==> src/rtl/pea_pkg.sv <==
// Shared definitions for the PEA command loader: opcodes, command field positions
// and the loader FSM state encoding.
package pea_pkg;

    localparam logic [2:0] OpStp = 3'b001;
    localparam logic [2:0] OpEvp = 3'b010;
    localparam logic [2:0] OpEvb = 3'b011;
    localparam logic [2:0] OpRst = 3'b101;

    localparam int unsigned OpLsb = 0;
    localparam int unsigned OpMsb = 2;
    localparam int unsigned BLsb  = 3;
    localparam int unsigned BMsb  = 7;
    localparam int unsigned NLsb  = 8;
    localparam int unsigned NMsb  = 11;

    // Payload length counter width; bounds L at 31 words.
    localparam int unsigned CntW = 5;

    typedef enum logic [1:0] {
        StIdle    = 2'd0,
        StCheck   = 2'd1,
        StPayload = 2'd2
    } state_e;

endpackage

==> src/rtl/pea_cmd_decode.sv <==
// Combinational opcode decode: payload length L and illegal-opcode flag.
module pea_cmd_decode
    import pea_pkg::*;
(
    input  logic [2:0]      opcode_i,
    input  logic [4:0]      b_i,
    input  logic [3:0]      n_i,
    output logic [CntW-1:0] len_o,
    output logic            illegal_o
);

    always_comb begin
        len_o     = '0;
        illegal_o = 1'b0;
        unique case (opcode_i)
            OpStp:   len_o = 5'(n_i) + 5'd1;
            OpEvp:   len_o = 5'd1;
            OpEvb:   len_o = b_i;
            OpRst:   len_o = 5'd0;
            default: illegal_o = 1'b1;
        endcase
    end

endmodule

==> src/rtl/pea_cmd_loader.sv <==
// Command/payload loader feeding separate command and data FIFOs; space for a whole
// packet is reserved before its command is written. Optional PEA_LOADER_ERRCNT_EN adds err_count.
module pea_cmd_loader
    import pea_pkg::*;
#(
    parameter int unsigned WIDTH       = 16,
    parameter int unsigned BUFFER_SIZE = 1024,
    localparam int unsigned FS_W       = $clog2(BUFFER_SIZE)
) (
    input  logic             clk,
    input  logic             rst,
    input  logic             in_valid,
    input  logic [WIDTH-1:0] in_data,
    output logic             in_ready,
    input  logic [FS_W-1:0]  free_space_command,
    input  logic [FS_W-1:0]  free_space_data,
    output logic             wr_en_command,
    output logic [WIDTH-1:0] command_out,
    output logic             wr_en_data,
    output logic [WIDTH-1:0] data_out,
    output logic             busy,
`ifdef PEA_LOADER_ERRCNT_EN
    output logic [7:0]       err_count,
`endif
    output logic             err_illegal
);

    state_e            state_q, state_d;
    logic [WIDTH-1:0]  cmd_q, cmd_d;
    logic [CntW-1:0]   cnt_q, cnt_d;
    logic              wr_data_q, wr_data_d;
    logic [WIDTH-1:0]  data_q, data_d;
    logic              alive_q;
    logic [CntW-1:0]   len;
    logic              illegal;
    logic              space_ok;

    pea_cmd_decode u_decode (
        .opcode_i  (cmd_q[OpMsb:OpLsb]),
        .b_i       (cmd_q[BMsb:BLsb]),
        .n_i       (cmd_q[NMsb:NLsb]),
        .len_o     (len),
        .illegal_o (illegal)
    );

    assign space_ok = (free_space_command != '0) &&
                      (32'(free_space_data) >= 32'(len));

    always_comb begin
        state_d       = state_q;
        cmd_d         = cmd_q;
        cnt_d         = cnt_q;
        wr_data_d     = 1'b0;
        data_d        = data_q;
        in_ready      = 1'b0;
        wr_en_command = 1'b0;
        err_illegal   = 1'b0;
        unique case (state_q)
            StIdle: begin
                // Held low until the first edge after reset release.
                in_ready = alive_q;
                if (in_valid && alive_q) begin
                    cmd_d   = in_data;
                    state_d = StCheck;
                end
            end
            StCheck: begin
                if (illegal) begin
                    err_illegal = 1'b1;
                    state_d     = StIdle;
                end else if (space_ok) begin
                    wr_en_command = 1'b1;
                    cnt_d         = len;
                    state_d       = (len != '0) ? StPayload : StIdle;
                end
            end
            StPayload: begin
                in_ready = 1'b1;
                if (in_valid) begin
                    wr_data_d = 1'b1;
                    data_d    = in_data;
                    cnt_d     = cnt_q - 5'd1;
                    if (cnt_q == 5'd1) begin
                        state_d = StIdle;
                    end
                end
            end
            default: state_d = StIdle;
        endcase
    end

    always_ff @(posedge clk or negedge rst) begin
        if (!rst) begin
            state_q   <= StIdle;
            cmd_q     <= '0;
            cnt_q     <= '0;
            wr_data_q <= 1'b0;
            data_q    <= '0;
            alive_q   <= 1'b0;
        end else begin
            state_q   <= state_d;
            cmd_q     <= cmd_d;
            cnt_q     <= cnt_d;
            wr_data_q <= wr_data_d;
            data_q    <= data_d;
            alive_q   <= 1'b1;
        end
    end

    assign command_out = cmd_q;
    assign wr_en_data  = wr_data_q;
    assign data_out    = data_q;
    assign busy        = (state_q != StIdle);

`ifdef PEA_LOADER_ERRCNT_EN
    logic [7:0] err_cnt_q;

    always_ff @(posedge clk or negedge rst) begin
        if (!rst) begin
            err_cnt_q <= '0;
        end else if (err_illegal && (err_cnt_q != 8'hFF)) begin
            err_cnt_q <= err_cnt_q + 8'd1;
        end
    end

    assign err_count = err_cnt_q;
`endif

endmodule

==> config.mk <==
export PLATFORM = sky130hd
export DESIGN_NAME = pea_cmd_loader
export DESIGN_NICKNAME = d
export VERILOG_FILES = /design/src/rtl/pea_pkg.sv /design/src/rtl/pea_cmd_decode.sv /design/src/rtl/pea_cmd_loader.sv
export SDC_FILE = /design/constraint.sdc
export NUM_CORES = 1
export LEC_CHECK = 0
export CELL_PAD_IN_SITES_DETAIL_PLACEMENT = 0
export CELL_PAD_IN_SITES_GLOBAL_PLACEMENT = 1
export CORE_ASPECT_RATIO = 0.5
export CORE_MARGIN = 8
export CORE_UTILIZATION = 38
export CTS_BUF_LIST = sky130_fd_sc_hd__clkbuf_4 sky130_fd_sc_hd__clkbuf_8
export DETAILED_ROUTE_END_ITERATION = 10
export GPL_ROUTABILITY_DRIVEN = 0
export PLACE_DENSITY = 0.84
export SLEW_MARGIN = 25
export SYNTH_ARGS = -nofsm -noshare
export SYNTH_HDL_FRONTEND = slang
export SYNTH_SLANG_ARGS = --single-unit
==> constraint.sdc <==
create_clock -name clk -period 7.7 [get_ports clk]
set_clock_uncertainty 0.1 [all_clocks]
set_input_delay 2.31 -clock clk [delete_from_list [all_inputs] [get_ports clk]]
set_output_delay 2.31 -clock clk [all_outputs]
set_load 0.02 [all_outputs]
=== Yosys cells after proc, flatten, opt, wreduce, memory -nomap -nowiden ===
Index checks and enable logic that the tools add are counted.
W data, S select, Z words.

* $add $sub $neg: 2
* Order comparisons: 1
* Eq/ne operators: 13
* Muxes and demuxes: 20
* Reduce and logical (&&, ||, !) cells: 12

{| class="wikitable"
|+ Operators by type and width
! operator !! count
|-
| $mux W5 || 3
|-
| $pmux W5 S3 || 1
|-
| $mux W2 || 6
|-
| $ge A10 B5 Y1 || 1
|-
| $ne A2 B2 Y1 const B || 5
|-
| $pmux W5 S2 || 1
|-
| $reduce_bool A10 Y1 || 1
|-
| $reduce_and A4 Y1 || 2
|-
| $mux W1 || 7
|-
| $eq A3 B2 Y1 const B || 2
|-
| $pmux W2 S3 || 1
|-
| $add A4 B1 Y5 const B || 1
|-
| $eq A5 B1 Y1 const B || 1
|-
| $reduce_bool A5 Y1 || 1
|-
| $sub A5 B1 Y5 const B || 1
|-
| $reduce_and A2 Y1 || 2
|-
| $reduce_bool A2 Y1 || 2
|-
| $reduce_or A4 Y1 || 1
|-
| $eq A3 B1 Y1 const B || 1
|-
| $eq A3 B3 Y1 const B || 1
|-
| $ne A3 B3 Y1 const B || 1
|-
| $eq A2 B1 Y1 const B || 1
|-
| $eq A2 B2 Y1 const B || 1
|-
| $logic_and A1 B1 Y1 || 2
|-
| 2 further kinds || 2
|}

* Flip-flop bits (word level): 41
* Input port bits: 39

=== Longest topological paths before layout ===
Gate-level depths: netlist of the first run.

* Depth in word-level cells: 7
* Depth in mapped cells: 11

=== By module ===
From an unflattened synthesis of the first run, not the netlist that was laid out.

* Cell total of the unflattened synthesis: 202
* Area, all modules: 2,039.5 µm²

{| class="wikitable"
|+ By module, submodules not included
! module !! instances !! cells an instance !! area an instance (µm²) !! seq. area each (µm²)
|-
| pea_cmd_loader || 1 || 180 || 1,896.8 || 1,026.0
|-
| pea_cmd_decode || 1 || 22 || 142.6 || 0.0
|}

=== Least setup slack after synthesis of the first run ===
Ideal clock, no wire load.

* Kind: input to output
* Start: in free_space_data[4]
* End: out wr_en_command
* Arrival: 3,771 ps
* Slack: 1,519 ps
* Stages: 6
* Buffers on the path: 0
* Cell sequence: ha_1 or4_1 a2111o_1 o21bai_4 nand2_1 inv_1

* Word-level cells in the longest chain between the ends: 5

{| class="wikitable"
|+ Ends and longest elaborated chain
! item !! RTL line !! RTL
|-
| from (decl) || pea_cmd_loader.sv:16 || <nowiki>input logic [FS_W-1:0] free_space_data,</nowiki>
|-
| $ge A10 B5 Y1 || pea_cmd_loader.sv:47 || <nowiki>(32'(free_space_data) >= 32'(len));</nowiki>
|-
| $logic_and A1 B1 Y1 || pea_cmd_loader.sv:46 || <nowiki>assign space_ok = (free_space_command != '0) &&</nowiki>
|-
| $mux W1 || pea_cmd_loader.sv:71 || <nowiki>end else if (space_ok) begin</nowiki>
|-
| $mux W1 || pea_cmd_loader.sv:68 || <nowiki>if (illegal) begin</nowiki>
|-
| $mux W1 || pea_cmd_loader.sv:58 || <nowiki>unique case (state_q)</nowiki>
|-
| to (decl) || pea_cmd_loader.sv:17 || <nowiki>output logic wr_en_command,</nowiki>
|}

No other way between the ends.

=== Final worst setup path of the first run ===
Same ends and word-level chain as after synthesis.

==> results.json, run 1 <==
{
  "relSlewSlack": 0.406,
  "ioPinCount": 76,
  "ant_nets": 0,
  "hold_slack_ns": 0.400,
  "syn-num-nets": 222,
  "drtIter0Drc": 45,
  "fp.dieArea_um2": 8190,
  "slew_violations": 0,
  "period_share": 0.928,
  "outcome": "completed",
  "powerDensity_nw_per_um2": 394,
  "ys_ff_latch": 41,
  "die_x_um": 120,
  "async_reset_ff_frac": 1.00,
  "layout-drive-gt1-share": 0.179,
  "clkLatencyLatePin_ns": 0.29,
  "yosys_warnings": 0,
  "synth_cells": 175,
  "hold_viol": 0,
  "vdd_ir_drop_max_v": 0.000152,
  "drc": 0,
  "hold_buffers": 0,
  "synth.avg_cell_area_um2": 11.8,
  "final_cell_mix": "clkdlybuf4s50_1 (74), dfrtp_1 (41), mux2_2 (27)",
  "cts_tree": "yes",
  "maxCapViolCount": 0,
  "synth_area_um2": 2070,
  "hpwl_mm": 4.32,
  "p_leak_nw": 1.24,
  "setup_violations": 0,
  "cts.repair.resized": 0,
  "num-fill-cells": 476,
  "setup_tns_ns": 0,
  "cts_setup_buffers": 0,
  "synth-edff-count": 0,
  "ctsHtreeMaxLevel": 2,
  "layout.nets": 298,
  "wl_per_cell_um": 17.0,
  "required_ns": 5.29,
  "worstPathArrival_ns": 4.74,
  "whs_path_depth": 1,
  "cts_buffers": 5,
  "grt_remaining_overflow": 0,
  "grt_max_degree": 42,
  "synth_flop_cell": "dfrtp_1",
  "final.min_clock_period_ns": 7.15,
  "port_buffers": 75,
  "clk_pin_slew_worst_paths_ns": 0.08,
  "max_freq_mhz": 140,
  "track_usage": 0.139,
  "grt_pass1_wl_mm": 8.95,
  "grt_setup_unrepaired": "false",
  "multi_input_area_um2": 976,
  "initial_core_util": 0.384,
  "routed_wl_mm": 5.52,
  "vias": 1618,
  "startpoint_type": "input pin",
  "regArea_um2": 1030,
  "syn_to_final_growth_pct": 44.9,
  "layout_commonest_cell": "clkdlybuf4s50_1",
  "clock-sinks": 41,
  "ys_types": 43,
  "diodes": 0,
  "grt_pass1_vias": 1699,
  "via_per_inst": 4.98,
  "reg2regPathDepth": 9,
  "hp-class": "reg2reg",
  "tightest_slew_ns": 0.891,
  "end_kind": "primary output",
  "dr.pass1.iters": 4,
  "clk_path_buf_depth": 2,
  "path_class": "in2out",
  "core_area_um2": 5370,
  "cp_max_fo": 5,
  "rows": 19,
  "cts_root_buf": "clkbuf_8",
  "synth-seq-area-share": 0.497,
  "antenna_found_initial": 0,
  "fp.dieH_um": 68.1
}
synthesized netlist by cell type (2+ instances only):
cell type,instances,area (um^2)
a21oi_1,6,30.0
nor3_1,2,10.0
nor2_1,7,26.3
mux2_1,5,56.3
ha_1,8,100
mux2_2,27,304
nor4_1,3,18.8
nand3_1,4,20.0
xor2_1,2,17.5
nand2_1,9,33.8
nor2b_1,3,18.8
or2b_2,2,17.5
dfrtp_1,41,1030
or3_1,2,12.5
buf_2,3,15.0
o21ai_0,5,25.0
clkbuf_1,3,11.3
o211ai_1,6,45.0
inv_1,10,37.5
o22a_1,2,17.5
nand2b_1,3,18.8
where the power goes:
| part | switching, mW | total, mW | internal, mW |
|---|---|---|---|
| Sequential | 0.0809 | 0.395 | 0.315 |
| Clock | 0.0793 | 0.176 | 0.0971 |
| Combinational | 0.298 | 0.607 | 0.309 |
| Total | 0.458 | 1.18 | 0.720 |
worst paths after layout:
check | start | to | slack [ns]
min | data_out[10] | data_out[10] | 0.40
max | free_space_data[4] | wr_en_command | 0.55
min in group asynchronous | rst | data_out[8] | 1.89
max reg2reg | command_out[1] | cnt_q[2] | 4.60
max in group asynchronous | rst | cnt_q[0] | 5.26
min reg2reg | data_out[10] | data_out[10] | 0.40
metal layers:
| layer | track usage | part of all wire |
|---|---|---|
| met5 | 0 | 0 |
| met4 | 0.0416 | 0.0062 |
| met3 | 0.0280 | 0.040 |
| met2 | 0.260 | 0.52 |
| met1 | 0.163 | 0.43 |
worst max-delay path, stage by stage:
cell and delay, ns:
clkdlybuf4s50_1 0.40, ha_1 0.19, or4_1 0.52, a2111o_1 0.42, o21bai_4 0.21, nand2_1 0.12, inv_1 0.04, clkdlybuf4s50_1 0.53
flip-flops by register name (all words and copies together), names as in the netlist:
register and count:
wr_en_data 1, alive_q 1, data_out 16, cnt_q 5
command_out 16, state_q 2
layout make-up:
class                      instances  share of cell area
tap                               73              0.0305
inverter                          10              0.0125
clock buffer                       5              0.0230
timing repair buffer              75               0.250
sequential                        41               0.343
clock inverter                     3              0.0155
multi-input combinational        118               0.326
kinds of logic (layout without fill, tap and decap cells):
kind of cell / after synthesis / in the layout / share of synthesized area
AND/OR/NAND/NOR: 43 / 43 / 0.116
AO/OA/AOI/OAI: 32 / 32 / 0.123
other: 1 / 1 / 0.00182
flip-flops: 41 / 41 / 0.497
adder cells (fa/ha/maj): 8 / 8 / 0.0485
buffers and inverters: 16 / 93 / 0.0309
XOR/XNOR: 2 / 2 / 0.00848
multiplexers: 32 / 32 / 0.174
per-stage QoR:
stage | instance area (um^2) | cells | util | setup slack [ns] | power (mW)
finish | 2990 | 325 | 0.557 | 0.555 | 1.18
global route | 2990 | 325 | 0.557 | 0.418 | 1.26
CTS | 2990 | 325 | 0.557 | 0.526 | 1.19
detailed placement | 2880 | 317 | 0.535 | 0.526 | 1.01
global placement | 2880 | 317 | 0.535 | 0.567 | 0.998
floorplan | 2070 | 175 | - | 1.52 | 0.731
Power figures use the tool's default switching activity.
==> run 2, diff against run 1 <==
- CORE_MARGIN: 8 -> default
==> run 2 against run 1 <==
Effect of this change:
- combinational power down 1%
- critical path type unchanged
- cell count down 0.92%
- register-to-register slack about the same
- highest routed layer unchanged
- largest cell class unchanged
- clock-buffer cell count unchanged
==> results.json, run 2 (synthesis results as in run 1) <==
{
  "required_ns": 5.29,
  "track_usage": 0.181,
  "startpoint_type": "input pin",
  "grt_setup_unrepaired": "false",
  "outcome": "completed",
  "design_area_um2": 2970,
  "clk_pin_slew_worst_paths_ns": 0.08,
  "rows": 18,
  "sequentialPowerShare": 0.346,
  "end_kind": "primary output",
  "cp_max_fo": 5,
  "cpMostUsedCell": "clkdlybuf4s50_1",
  "critPathBufInv": 3,
  "initial_core_util": 0.408,
  "period_share": 0.932,
  "diodes": 0,
  "maxCapViolCount": 0,
  "grt_pass1_vias": 1600,
  "pwr-share-clk": 0.132,
  "reg2regPathDepth": 9,
  "crit_chain": "clkdlybuf4s50_1 -> ha_1 -> or4_1 -> a2111o_1 -> o21bai_4 -> nand2_1 -> inv_1 -> clkdlybuf4s50_1",
  "p_int_mw": 0.688,
  "relSlewSlack": 0.449,
  "switchingPower_mw": 0.455,
  "hold_buffers": 0,
  "vias": 1618,
  "clkLatencyLatePin_ns": 0.31,
  "tightest_slew_ns": 0.826,
  "vdd_ir_drop_max_v": 0.000180,
  "rrSetupSlack_ns": 4.59,
  "layout_commonest_cell": "clkdlybuf4s50_1",
  "die_x_um": 106,
  "ant_nets": 0,
  "cts.repair.resized": 0,
  "comb_power_share": 0.523,
  "cpPeakStageDelay_ns": 0.53,
  "cts_root_buf": "clkbuf_8",
  "ioPinCount": 76,
  "via_per_inst": 5.02,
  "dr.pass1.iters": 4,
  "clk_path_buf_depth": 2,
  "ctsHtreeMaxLevel": 2,
  "antenna_found_initial": 0,
  "fp.dieH_um": 54.1,
  "path_class": "in2out",
  "slew_violations": 0,
  "setup_tns_ns": 0,
  "final_core_util": 0.586,
  "hp-class": "reg2reg",
  "hold_viol": 0,
  "layout-drive-gt1-share": 0.179,
  "rr_endpoint": "cnt_q[4]",
  "core_area_um2": 5070,
  "hpwl_mm": 3.65,
  "drtIter0Drc": 67,
  "max_freq_mhz": 139,
  "layout.nets": 298,
  "drc": 0,
  "grt_pass1_wl_mm": 7.74,
  "wl_per_cell_um": 15.1,
  "grt_max_degree": 42,
  "fp.dieArea_um2": 5750,
  "cts_tree": "yes",
  "cts_buffers": 5,
  "powerDensity_nw_per_um2": 385,
  "cts_setup_buffers": 0,
  "r2r_start": "command_out[1]",
  "final_cell_mix": "clkdlybuf4s50_1 (74), dfrtp_1 (41), mux2_2 (27)",
  "cp_slowest_cell": "or4_1",
  "min_from": "data_out[11]",
  "grt_remaining_overflow": 0,
  "cpLargestDelayFamily": "buffers and inverters",
  "p_leak_nw": 1.23,
  "worstHoldEndpoint": "data_out[11]",
  "final.min_clock_period_ns": 7.17,
  "swShare": 0.398,
  "routed_wl_mm": 4.85,
  "stdcell_count": 322,
  "whs_path_depth": 1,
  "placed_cell_area_um2": 2870,
  "setup_violations": 0,
  "worstPathArrival_ns": 4.76,
  "clock-sinks": 41,
  "dp_cells": 314,
  "syn_to_final_growth_pct": 43.7,
  "port_buffers": 75
}
[run 2: cell types whose count changed in the layout (fill, tap and decap cells not counted)]
cell	previous run	this run
inv_6	0	1
bufinv_16	1	0
[run 2: how the worst max path moves through the flow]
stage,startpoint,to,slack [ns],cells after the start
2_1_floorplan,free_space_data[4],wr_en_command,1.52,6
3_5_place_dp,free_space_data[4],wr_en_command,0.52,8
4_1_cts,free_space_data[4],wr_en_command,0.50,8
6_report,free_space_data[4],wr_en_command,0.53,8
3_3_place_gp,free_space_data[4],wr_en_command,0.55,8
5_1_grt,free_space_data[4],wr_en_command,0.46,8
[run 2: through the flow]
stage	hold WS [ns]	setup slack, ns	total power, mW
floorplan	0.401	1.52	0.731
global placement	0.377	0.554	0.988
detailed placement	0.385	0.518	0.999
CTS	0.407	0.502	1.15
global route	0.435	0.460	1.22
finish	0.398	0.526	1.14
[run 2: layout make-up]
class / count / area [um^2]
clock buffers: 5 / 68.8
multi-input cells: 118 / 976
fillers: 446 / 2100
repair buffers: 75 / 748
clock inverters: 3 / 25.0
flip-flops and latches: 41 / 1030
well taps: 70 / 87.6
inverters: 10 / 37.5
[run 2: power groups by stage]
stage	clock network (mW)	logic, mW	registers (mW)
after CTS	0.154	0.604	0.395
after global routing	0.165	0.641	0.411
after floorplan	0	0.247	0.485
after global placement	0	0.593	0.395
final	0.150	0.598	0.396
after detailed placement	0	0.601	0.398
[run 2: routing by layer]
metal / global-route usage / wire, um / vias to the layer above
met1: 0.240 / 2360 / 801
met2: 0.294 / 2250 / 29
li1: - / - / 783
met3: 0.0472 / 192 / 5
met4: 0.0556 / 47 / 0
met5: 0 / 0 / -
[run 2: worst register-to-register path: stages, from the launching register on]
cell      delay, ns
dfrtp_1        0.54
and4b_1        0.35
a21oi_1        0.06
nand2b_1       0.22
ha_1           0.20
or4_1          0.53
a2111o_1       0.43
o21bai_4       0.21
a21oi_2        0.22
o211ai_1       0.13
==> run 3, diff against run 2 <==
- ABC_AREA: default -> 0
- CORE_MARGIN: default -> 1
==> results of run 3 <==
Final layout, timing and power as in run 2 (identical DEF).
